**config.mk**
```make
export PLATFORM = sky130hd
export DESIGN_NAME = instr_fetch_ctrl
export DESIGN_NICKNAME = d
export VERILOG_FILES = /design/src/rtl/ifetch_pkg.sv /design/src/rtl/instr_fetch_ctrl_ifid_reg.sv /design/src/rtl/instr_fetch_ctrl.sv
export SDC_FILE = /design/constraint.sdc
export NUM_CORES = 1
export LEC_CHECK = 0
export ABC_AREA = 1
export ABC_CLOCK_PERIOD_IN_PS = 10600
export BUFFER_PORTS_ARGS = -buffer_cell sky130_fd_sc_hd__buf_2
export CORE_MARGIN = 3
export CORE_UTILIZATION = 50
export DETAILED_ROUTE_END_ITERATION = 10
export GPL_TIMING_DRIVEN = 1
export PLACE_DENSITY = 0.78
export SLEW_MARGIN = 20
export SYNTH_ARGS = -nofsm -noshare
export SYNTH_HDL_FRONTEND = slang
export SYNTH_SLANG_ARGS = --single-unit
```
**constraint.sdc**
```tcl
create_clock -name Clk -period 10.6 [get_ports Clk]
set_clock_uncertainty 0.15 [all_clocks]
set_input_delay 1.06 -clock Clk [delete_from_list [all_inputs] [get_ports Clk]]
set_output_delay 1.06 -clock Clk [all_outputs]
set_load 0.01 [all_outputs]
```
**src/rtl/ifetch_pkg.sv**
```systemverilog
// ----------------------------------------------------------------------------
// ifetch_pkg
// Shared constants for the instruction-fetch sequencer:
//   ADDR_W / DATA_W   - address and instruction word widths
//   S_RUN/S_HALT/S_FAULT - fetch FSM state encodings (state_t)
//   NOP_WORD_DEF      - default bubble instruction for an empty IF/ID slot
// ----------------------------------------------------------------------------
package ifetch_pkg;

    localparam int unsigned ADDR_W = 32;
    localparam int unsigned DATA_W = 32;

    typedef logic [1:0] state_t;

    localparam state_t S_RUN   = 2'd0;
    localparam state_t S_HALT  = 2'd1;
    localparam state_t S_FAULT = 2'd2;

    localparam logic [DATA_W-1:0] NOP_WORD_DEF = 32'h0000_0000;

    // A byte address is fetchable when it lies inside the word-addressed memory.
    function automatic logic addr_in_range(input logic [ADDR_W-1:0] addr,
                                           input logic [ADDR_W-1:0] limit);
        return (addr < limit);
    endfunction

endpackage

```
**src/rtl/instr_fetch_ctrl_ifid_reg.sv**
```systemverilog
// ----------------------------------------------------------------------------
// ifid_reg
// IF/ID pipeline register. Priority: reset > flush > load > hold.
//   i_clk, i_rst      - clock, asynchronous active-high reset
//   i_load            - capture i_instr / i_pc as a valid instruction
//   i_flush           - invalidate the slot (instr becomes NOP_WORD, pc held)
//   i_instr, i_pc     - instruction word and its byte address
//   o_valid, o_instr, o_pc, o_pc_plus4 - registered slot contents
// ----------------------------------------------------------------------------
module ifid_reg
    import ifetch_pkg::*;
#(
    parameter logic [DATA_W-1:0] NOP_WORD = NOP_WORD_DEF
) (
    input  logic              i_clk,
    input  logic              i_rst,
    input  logic              i_load,
    input  logic              i_flush,
    input  logic [DATA_W-1:0] i_instr,
    input  logic [ADDR_W-1:0] i_pc,
    output logic              o_valid,
    output logic [DATA_W-1:0] o_instr,
    output logic [ADDR_W-1:0] o_pc,
    output logic [ADDR_W-1:0] o_pc_plus4
);

    logic              r_valid;
    logic [DATA_W-1:0] r_instr;
    logic [ADDR_W-1:0] r_pc;

    always_ff @(posedge i_clk or posedge i_rst) begin
        if (i_rst) begin
            r_valid <= 1'b0;
            r_instr <= NOP_WORD;
            r_pc    <= '0;
        end else if (i_flush) begin
            r_valid <= 1'b0;
            r_instr <= NOP_WORD;
        end else if (i_load) begin
            r_valid <= 1'b1;
            r_instr <= i_instr;
            r_pc    <= i_pc;
        end
    end

    assign o_valid    = r_valid;
    assign o_instr    = r_instr;
    assign o_pc       = r_pc;
    assign o_pc_plus4 = r_pc + 32'd4;

endmodule

```
**src/rtl/instr_fetch_ctrl.sv**
```systemverilog
// ----------------------------------------------------------------------------
// instr_fetch_ctrl
// Instruction-fetch sequencer: owns the PC, addresses a combinational-read
// instruction memory and fills the IF/ID register. Handles stalls,
// redirects, halt/resume and sticky faults (misaligned redirect or
// out-of-range fetch).
//   Clk, Reset        - clock, asynchronous active-high reset
//   imem_addr         - byte address to memory (straight from PC register)
//   imem_instr        - instruction returned in the same cycle
//   stall             - hold PC, IF/ID and count
//   redirect_valid/_target - branch/jump redirect (wins over stall)
//   halt_req, resume  - stop / restart fetching
//   if_valid, if_instr, if_pc, if_pc_plus4 - IF/ID contents
//   halted, fault     - state flags
//   fetch_count       - instructions captured into IF/ID (wraps)
// ----------------------------------------------------------------------------
module instr_fetch_ctrl
    import ifetch_pkg::*;
#(
    parameter int unsigned       IMEM_DEPTH = 128,
    parameter logic [ADDR_W-1:0] RESET_PC   = 32'h0000_0000,
    parameter logic [DATA_W-1:0] NOP_WORD   = NOP_WORD_DEF
) (
    input  logic              Clk,
    input  logic              Reset,
    output logic [ADDR_W-1:0] imem_addr,
    input  logic [DATA_W-1:0] imem_instr,
    input  logic              stall,
    input  logic              redirect_valid,
    input  logic [ADDR_W-1:0] redirect_target,
    input  logic              halt_req,
    input  logic              resume,
    output logic              if_valid,
    output logic [DATA_W-1:0] if_instr,
    output logic [ADDR_W-1:0] if_pc,
    output logic [ADDR_W-1:0] if_pc_plus4,
    output logic              halted,
    output logic              fault,
    output logic [31:0]       fetch_count
);

    localparam logic [ADDR_W-1:0] PC_LIMIT = ADDR_W'(IMEM_DEPTH * 4);

    state_t            r_state;
    logic [ADDR_W-1:0] r_pc;
    logic [31:0]       r_fetch_count;

    state_t            w_next_state;
    logic [ADDR_W-1:0] w_next_pc;
    logic              w_load;
    logic              w_flush;
    logic              w_misaligned;

    assign w_misaligned = (redirect_target[1:0] != 2'b00);

    // Priority: FAULT hold > redirect > halt_req > stall > fetch.
    always_comb begin
        w_next_state = r_state;
        w_next_pc    = r_pc;
        w_load       = 1'b0;
        w_flush      = 1'b0;
        case (r_state)
            S_RUN: begin
                if (redirect_valid) begin
                    w_next_pc = redirect_target;
                    w_flush   = 1'b1;
                    if (w_misaligned) w_next_state = S_FAULT;
                end else if (halt_req) begin
                    w_next_state = S_HALT;
                    w_flush      = 1'b1;
                end else if (!stall) begin
                    if (addr_in_range(r_pc, PC_LIMIT)) begin
                        w_next_pc = r_pc + 32'd4;
                        w_load    = 1'b1;
                    end else begin
                        w_next_state = S_FAULT;
                        w_flush      = 1'b1;
                    end
                end
            end
            S_HALT: begin
                // A redirect while halted only moves the PC; resume that
                // same cycle is outranked and the block stays halted.
                if (redirect_valid) begin
                    w_next_pc = redirect_target;
                    w_flush   = 1'b1;
                    if (w_misaligned) w_next_state = S_FAULT;
                end else if (resume) begin
                    w_next_state = S_RUN;
                end
            end
            default: begin
                // FAULT (and the unused encoding) freeze everything.
            end
        endcase
    end

    always_ff @(posedge Clk or posedge Reset) begin
        if (Reset) begin
            r_state       <= S_RUN;
            r_pc          <= RESET_PC;
            r_fetch_count <= '0;
        end else begin
            r_state <= w_next_state;
            r_pc    <= w_next_pc;
            if (w_load) r_fetch_count <= r_fetch_count + 32'd1;
        end
    end

    ifid_reg #(
        .NOP_WORD (NOP_WORD)
    ) u_ifid (
        .i_clk      (Clk),
        .i_rst      (Reset),
        .i_load     (w_load),
        .i_flush    (w_flush),
        .i_instr    (imem_instr),
        .i_pc       (r_pc),
        .o_valid    (if_valid),
        .o_instr    (if_instr),
        .o_pc       (if_pc),
        .o_pc_plus4 (if_pc_plus4)
    );

    assign imem_addr   = r_pc;
    assign halted      = (r_state == S_HALT);
    assign fault       = (r_state == S_FAULT);
    assign fetch_count = r_fetch_count;

endmodule

```
==> results.yml, run 1 <==
sta:
  maxSlewViolCount: 0
  finalSetupViolCount: 0
  layout_setup_ws_ns: 6.946
  period_share_pct: 34.47
  max_freq_ghz: 0.2737
  max-slew-margin-rel_pct: 28.32
  worstMarginPinSlew_ns: 1.073
  rsz0062_at_grt: "false"
  fin_setup_tns_ns: 0
  fin_crit_ns: 3.654
  timing.hold.ws_ns: 0.3424
  hold_viol_final: 0
min_path:
  holdPathStages: 2
  hold_class: "register to register"
synthesis:
  synth.distinct_cells: 28
  yosys-top-cells-area: "dfrtp_1 (44%), nand2_1 (19%), nor2_1 (7.1%), nand3_1 (6.6%), inv_1 (5.4%)"
  synth_edf_count: 0
  post_synth_xor_area_fraction_pct: 3.852
  ys_top_cells_by_count: "nand2_1 (381), nor2_1 (141), dfrtp_1 (131)"
  synth-simple-area-share_pct: 39.25
  synth_top_family_by_area: "simple AND/OR/NAND/NOR gates"
  synth_warnings: 0
  synth-compound-area-share_pct: 5.053
  syn_nets: 1156
  yosys.area.top_type_share_pct: 43.69
  async_flop_share_pct: 100.0
  synth_area_um2: 7503
  synth_ff_type: "dfrtp_1"
  seq_area_frac_synth_pct: 43.69
  syn_area_per_cell_um2: 6.928
  post-synth-top-count-cell: "nand2_1"
  synth_area_leader_cell: "dfrtp_1"
  synth.area.mux_share_pct: 0.1334
  synth_seq_cells: 131
  synth_cells: 1083
  synthAdderAreaFrac_pct: 0.5003
global_routing:
  grt_pass1_vias: 6912
  grt_max_degree: 101
  grt_overflow: 0
  antenna_found_initial: 1
  grt_pass1_wl_um: 34200
  grt_usage_pct: 25.78
final_layout:
  fin_nets: 1378
  n_antenna_cell: 0
  syn2layout_area_growth_pct: 24.71
  drive_above_1_share_pct: 22.23
place:
  place_congestion: 0.9188
  dp_slack_ns: 7.413
  hpwl_um: 15820
  port_buffers: 232
critical_path:
  critPathKind: "register to primary output"
  reg2reg_setup_slack_ns: 8.04
  arrival_ns: 2.44
  cp_max_fo: 5
  critPathCaptureType: "primary output"
  reg2regPathDepth: 9
  cp.required_ns: 9.39
  start_kind: "register"
drt:
  vias_per_cell: 5.222
  routed_wl_um: 21270
  drt_first_iter_violations: 588
  wl_per_cell_um: 14.16
  dr.pass1.iters: 5
  drc_errors: 0
  num_vias: 7843
  drt.antenna.violating_nets: 0
clocking:
  htreeDepth: 4
  cts_root_buf: "clkbuf_16"
  cts_hold_buf: 0
  cts_resized: 0
  cts_tree: "yes"
  numCtsBuffers: 17
  clockBufferDepth: 2
  postCtsSetupRepairBufs: 0
  clk_latency_ns: 0.43
  cts_sinks: 131
  clk_pin_slew_ns: 0.06
power:
  irDropWorstVdd_uv: 107.0
  p_per_area_nw_per_um2: 124.9
  leakage_uw: 0.005008
die:
  die_w_um: 128.5
  dieArea_um2: 16510
  pin_count: 233
  die_h_um: 128.5
  initial_core_util_pct: 51.43
  coreArea_um2: 14590
  rows: 44
status:
  outcome: "completed"
job:
  cap_violations: 0
placed cells by master (no fill, tap or decap), types with 2 or more instances in the layout:
| master | n |
|---|---|
| a21oi_1 | 10 |
| buf_2 | 232 |
| buf_4 | 5 |
| clkbuf_16 | 17 |
| clkinv_4 | 2 |
| clkinvlp_4 | 6 |
| dfrtp_1 | 131 |
| ha_1 | 3 |
| inv_1 | 107 |
| inv_6 | 5 |
| nand2_1 | 380 |
| nand3_1 | 99 |
| nand3b_1 | 12 |
| nand4_1 | 19 |
| nor2_1 | 140 |
| nor2_2 | 3 |
| nor3_1 | 25 |
| o21ai_0 | 57 |
| o21ai_1 | 2 |
| o31ai_1 | 2 |
| or2_2 | 15 |
| xnor2_1 | 3 |
| xor2_1 | 30 |
report_power, final:
part,internal (uW),switching [uW],total [uW]
combinational,29.0,48.9,77.9
clock,328,245,573
sequential,506,11.5,518
total,863,306,1170
per-stage QoR:
stage               total power, uW  cells  utilization, %  instance area, um^2
floorplan                     569.6   1083               -                 7503
global placement              603.8   1470           60.21                 8785
detailed placement            605.2   1470           60.21                 8785
CTS                            1176   1502           64.14                 9358
global route                   1211   1502           64.14                 9358
finish                         1169   1502           64.14                 9358
cells by family after synthesis:
group / count (synthesis)
fa+ha+maj: 3
buf+inv: 142
simple gates: 699
flops: 131
xor+xnor: 33
compound gates: 74
mux: 1
final timing paths:
| path | end | start |
|---|---|---|
| max in group asynchronous | u_ifid.o_instr[5] | Reset |
| worst max register to register | fetch_count[4] | imem_addr[20] |
| worst min-delay path | u_ifid.o_instr[27] | u_ifid.o_instr[27] |
| worst max-delay path | if_pc_plus4[30] | u_ifid.o_pc[2] |
| min in group asynchronous | fetch_count[19] | Reset |
| worst min register to register | u_ifid.o_instr[27] | u_ifid.o_instr[27] |
final cells by class:
cell class	count	area [um^2]
clock inverters	15	147.6
repair buffers	237	1199
clock buffers	17	425.4
flip-flops and latches	131	3278
fillers	1357	5231
well taps	184	230.2
inverters	108	407.9
multi-input cells	810	3670
metal layers:
| layer | routed length, um | share of wire, % | GRT usage [%] |
|---|---|---|---|
| met1 | 9240 | 43 | 35.76 |
| met2 | 9869 | 46 | 40.79 |
| met3 | 1676 | 7.9 | 5.023 |
| met5 | 11 | 0.052 | 0 |
| met4 | 470 | 2.2 | 8.771 |
critical path: stages, from the launching register on:
cell     delay (ns)
dfrtp_1        0.42
ha_1           0.19
nand2_1        0.07
inv_1          0.08
nand3_1        0.11
nor2_1         0.29
nand3_1        0.26
nor2_1         0.23
nand2_1        0.09
xor2_1         0.14
buf_2          0.13
state kept, by name, summed over array words and instances, names as in the netlist:
signal,count
u_ifid.o_instr,32
u_ifid.o_valid,1
fetch_count,32
u_ifid.o_pc,32
r_state,2
imem_addr,32
Power figures use the tool's default switching activity.
==> run 2: changes to the inputs <==
- ABC_CLOCK_PERIOD_IN_PS: 10600 -> 3100
- CORE_UTILIZATION: 50 -> 47
- PLACE_DENSITY: 0.78 -> 0.77
- clock period: 10.6 -> 3.1 ns (I/O delays scaled with it)
==> results.yml, run 2 (same netlist as run 1, synthesis figures left out) <==
status:
  outcome: "completed"
clocking:
  cts_tree: "yes"
  cts_root_buf: "clkbuf_16"
  cts_sinks: 131
  clk_pin_slew_ns: 0.06
  numCtsBuffers: 17
  postCtsSetupRepairBufs: 0
  clockBufferDepth: 2
  htreeDepth: 4
  clk_latency_ns: 0.42
sta:
  finalSetupViolCount: 0
  period_share_pct: 90.49
  worstMarginPinSlew_ns: 0.8352
  max-slew-margin-rel_pct: 44.12
  maxSlewViolCount: 0
  fin_setup_tns_ns: 0
  rsz0062_at_grt: "false"
  max_freq_ghz: 0.3565
  fin_crit_ns: 2.805
  timing.hold.ws_ns: 0.02436
  hold_viol_final: 0
power:
  irDropWorstVdd_uv: 375.7
  p_per_area_nw_per_um2: 424.7
  fin_total_pwr_uw: 4176
  leakage_uw: 0.005193
drt:
  num_vias: 8033
  wl_per_cell_um: 14.28
  drt_first_iter_violations: 603
  routed_wl_um: 22370
  drt.antenna.violating_nets: 0
  wl_met2_um: 10600
  highest_layer: "met4"
  vias_per_cell: 5.130
  dr.pass1.iters: 6
  drc_errors: 0
  wl_met1_um: 9459
  routed-wl-met3_um: 1786
final_layout:
  register_area_um2: 3278
  fin_nets: 1415
  layout_common_cells: "nand2_1 (380), buf_2 (232), nor2_1 (139)"
  n_antenna_cell: 0
  syn2layout_area_growth_pct: 31.03
  num-fill-cells: 1402
  finish.instance_area_um2: 9832
  drive_above_1_share_pct: 21.77
  final_common_cell: "nand2_1"
  fin_cells: 1566
  multi_input_area_um2: 3672
global_routing:
  grt_pass1_wl_um: 36270
  grt_pass1_vias: 7440
  antenna_found_initial: 0
  grt_overflow: 0
  grt_usage_pct: 25.09
  grt_max_degree: 132
critical_path:
  cp.required_ns: 2.64
  start_kind: "register"
  arrival_ns: 2.35
  cp_max_fo: 6
  critPathKind: "register to primary output"
  critPathCaptureType: "primary output"
place:
  place_congestion: 0.8954
  dp_cells: 1498
  port_buffers: 232
  hpwl_um: 15610
  postPlaceCellArea_um2: 8852
die:
  die_h_um: 132.4
  pin_count: 233
  coreArea_um2: 15430
  rows: 45
  die_w_um: 132.4
  initial_core_util_pct: 48.64
  dieArea_um2: 17520
job:
  cap_violations: 0
min_path:
  hold_class: "primary input to register"
==> run 2: where the power goes <==
part,total [uW],internal [uW],switching [uW],leakage (uW)
registers,1770,1730,40.7,0.00160
clock network,2100,1290,805,0.000289
logic,306,131,175,0.00330
==> run 2: path summary, 6_finish.rpt <==
check                                         start           endpoint  slack [ns]  cells past startpoint
max in group asynchronous                     Reset     fetch_count[4]        1.74                      4
worst min register to register    u_ifid.o_instr[6]  u_ifid.o_instr[6]        0.34                      2
worst max-delay path                 u_ifid.o_pc[7]    if_pc_plus4[25]        0.29                      9
worst min-delay path            redirect_target[22]      imem_addr[22]        0.02                      5
worst max register to register        imem_addr[14]      imem_addr[18]        0.89                      8
min in group asynchronous                     Reset    fetch_count[12]        0.43                      4
==> run 2: repair_timing <==
action,CTS,global route
hold endpoints to repair,44,0
endpoints found under the setup margin,0,2
hold buffers,36,0
gates resized for setup,0,1
==> run 2: cell type report <==
class / instances / share of cell area, %
clock buffers: 18 / 4.467
clock inverters: 14 / 1.807
inverters: 108 / 4.161
flip-flops and latches: 131 / 33.34
repair buffers: 274 / 16.19
multi-input cells: 810 / 37.35
well taps: 211 / 2.685
==> run 2: per-stage QoR <==
step	utilization (%)	setup WS (ns)
after detailed placement	57.38	0.6816
after floorplan	-	0.9315
after global routing	63.73	0.05923
final	63.73	0.2949
after CTS	63.71	0.1775
after global placement	57.38	0.7577
==> run 2: worst max-delay path: stages (launching register included) <==
cell and delay [ns]:
dfrtp_1 0.47, nand2_1 0.11, nor2_1 0.18, nand2_1 0.12
nor2_1 0.24, nand2_1 0.08, nor2_1 0.25, nand3_1 0.18
xor2_1 0.17, buf_2 0.14
==> run 2: per-layer routing <==
| layer | vias to the layer above | global-route usage [%] |
|---|---|---|
| met5 | - | 0 |
| met4 | 0 | 8.718 |
| met3 | 51 | 5.802 |
| met2 | 366 | 41.26 |
| met1 | 3678 | 32.68 |
| li1 | 3938 | - |
==> run 3: changes to the inputs <==
- CORE_UTILIZATION: 47 -> 48
- PLACE_DENSITY: 0.77 -> 0.78
- REMOVE_ABC_BUFFERS: unset -> 1
- SYNTH_HIERARCHICAL: unset -> 1
==> results.yml, run 3 <==
sta:
  period_share_pct: 80.82
  finalSetupViolCount: 0
  maxSlewViolCount: 0
  fin_setup_tns_ns: 0
  max-slew-margin-rel_pct: 56.90
  max_freq_ghz: 0.3991
  fin_crit_ns: 2.505
  hold_viol_final: 0
  worstMarginPinSlew_ns: 0.6455
  rsz0062_at_grt: "false"
drt:
  num_vias: 8610
  wl_per_cell_um: 15.26
  drt.antenna.violating_nets: 0
  routed_wl_um: 24940
  drc_errors: 0
  dr.pass1.iters: 6
  vias_per_cell: 5.266
  drt_first_iter_violations: 711
final_layout:
  fin_cells: 1635
  drive_above_1_share_pct: 23.73
  finish.instance_area_um2: 10200
  layout_common_cells: "nand2_1 (393), buf_2 (232), nor2_1 (157)"
  multi_input_area_um2: 4099
  final_common_cell: "nand2_1"
  num-fill-cells: 1447
  finalCoreUtilization_pct: 63.54
  syn2layout_area_growth_pct: 28.47
  fin_nets: 1476
  register_area_um2: 3278
global_routing:
  antenna_found_initial: 2
  grt_usage_pct: 27.55
  grt_pass1_wl_um: 40160
  grt_max_degree: 67
  grt_pass1_vias: 7989
  grt_overflow: 0
clocking:
  cts_sinks: 131
  htreeDepth: 4
  cts_root_buf: "clkbuf_16"
  clk_pin_slew_ns: 0.06
  numCtsBuffers: 17
  cts_tree: "yes"
  clk_latency_ns: 0.41
  postCtsSetupRepairBufs: 0
  clockBufferDepth: 2
synthesis:
  syn_area_per_cell_um2: 6.931
  synth_edf_count: 0
  yosys.area.top_type_share_pct: 41.27
  ys_top_cells_by_count: "nand2_1 (394), nor2_1 (157), nand3_1 (142)"
  post_synth_xor_area_fraction_pct: 2.867
  post-synth-top-count-cell: "nand2_1"
  synth_area_um2: 7943
  synth_cells: 1146
  yosys-top-cells-area: "dfrtp_1 (41%), nand2_1 (19%), nand3_1 (8.9%), nor2_1 (7.4%), inv_1 (3.9%)"
  synth.area.mux_share_pct: 2.410
  synth-compound-area-share_pct: 5.025
  synth_top_family_by_area: "simple AND/OR/NAND/NOR gates"
  synth_ff_type: "dfrtp_1"
  synth_area_leader_cell: "dfrtp_1"
  async_flop_share_pct: 100.0
  synth_warnings: 6
  synth-simple-area-share_pct: 40.80
  synth_seq_cells: 131
  seq_area_frac_synth_pct: 41.27
  synth.distinct_cells: 35
  synthAdderAreaFrac_pct: 0.4726
die:
  coreArea_um2: 16060
  pin_count: 233
  initial_core_util_pct: 49.46
  rows: 46
  die_w_um: 134.6
  die_h_um: 134.6
  dieArea_um2: 18130
place:
  port_buffers: 232
  postPlaceCellArea_um2: 9279
  dp_cells: 1567
  place_congestion: 0.9594
  hpwl_um: 18150
critical_path:
  r2r_start: "imem_addr[10]"
  crit_path_end: "u_ifid/o_instr[28]"
  start_kind: "register"
  critPathCaptureType: "register"
  max_stage_delay_ns: 0.46
  critPathBufInv: 3
  cp_slowest_cell: "buf_4"
  cp-startpoint: "imem_addr[10]"
  reg2reg_setup_slack_ns: 0.59
  cp_max_fo: 49
  path_cells: "nor2_1, nand2_1, nor2_1, nand3_1, inv_2, nand2_4, inv_4, buf_4, nand3_1, nand2_1"
  r2r-end: "u_ifid/o_instr[28]"
  reg2regPathDepth: 10
  critPathKind: "register to register"
  cp_top_family: "simple AND/OR/NAND/NOR gates"
  arrival_ns: 2.70
  cp.required_ns: 3.30
  worst-path-stages: 10
status:
  outcome: "completed"
power:
  p_per_area_nw_per_um2: 398.4
  irDropWorstVdd_uv: 371.3
  leakage_uw: 0.005514
  fin_total_pwr_uw: 4066
min_path:
  hold_class: "primary input to register"
job:
  cap_violations: 0
==> run 3: where the power goes <==
group | total [uW] | internal [uW] | switching (uW)
clock | 2000 | 1280 | 725
combinational | 279 | 121 | 158
sequential | 1780 | 1740 | 46.6
==> run 3: logic make-up (layout without fill, tap and decap cells) <==
group | after synthesis | in the layout
xor gates and xnor gates | 26 | 26
adders and majority gates | 3 | 3
DFF | 131 | 131
and+or+nand+nor | 760 | 760
other | 0 | 3
muxes | 17 | 17
buffers and inverters | 133 | 403
AOI/OAI and AO/OA | 76 | 76
==> run 3: worst min-delay path by stage <==
stage | start | end | cells past startpoint
finish | redirect_target[3] | imem_addr[3] | 5
global route | redirect_target[1] | imem_addr[1] | 3
CTS | redirect_target[1] | imem_addr[1] | 3
detailed placement | Reset | u_ifid/o_instr[22] | 2
global placement | Reset | u_ifid/o_instr[22] | 2
floorplan | redirect_target[1] | imem_addr[1] | 2
==> run 3: per-stage QoR <==
stage          hold WS [ns]  setup WS [ns]
2_1_floorplan        0.3025        -0.7067
3_3_place_gp         0.2360         0.6831
3_5_place_dp         0.2379         0.6382
4_1_cts             0.02946         0.6170
5_1_grt             0.03188         0.3668
6_report            0.03586         0.5947
==> run 3: timing repair <==
action	CTS	global route
hold endpoints to repair	116	0
hold buffers	33	0
gates resized for setup	0	0
==> run 3: metal layers <==
metal / part of all wire (%) / wire [um] / global-route usage, % / up-vias
met1: 43 / 10610 / 37.33 / 4014
met4: 3.6 / 894 / 10.69 / 0
li1: - / - / - / 4163
met2: 46 / 11470 / 43.58 / 369
met5: 0 / 0 / 0 / -
met3: 7.9 / 1970 / 5.738 / 64
==> run 3: worst reg2reg max path, stage by stage, from the launching register on <==
cell,delay (ns)
dfrtp_1,0.44
nor2_1,0.13
nand2_1,0.06
nor2_1,0.19
nand3_1,0.14
inv_2,0.08
nand2_4,0.21
inv_4,0.27
buf_4,0.46
nand3_1,0.19
nand2_1,0.12
==> run 3: cell type report <==
type | count | area share, %
clock inverters | 10 | 1.300
well taps | 216 | 2.649
repair buffers | 277 | 15.74
diodes | 3 | 0.07357
flip-flops and latches | 131 | 32.13
inverters | 94 | 3.483
clock buffers | 22 | 4.451
multi-input cells | 882 | 40.17
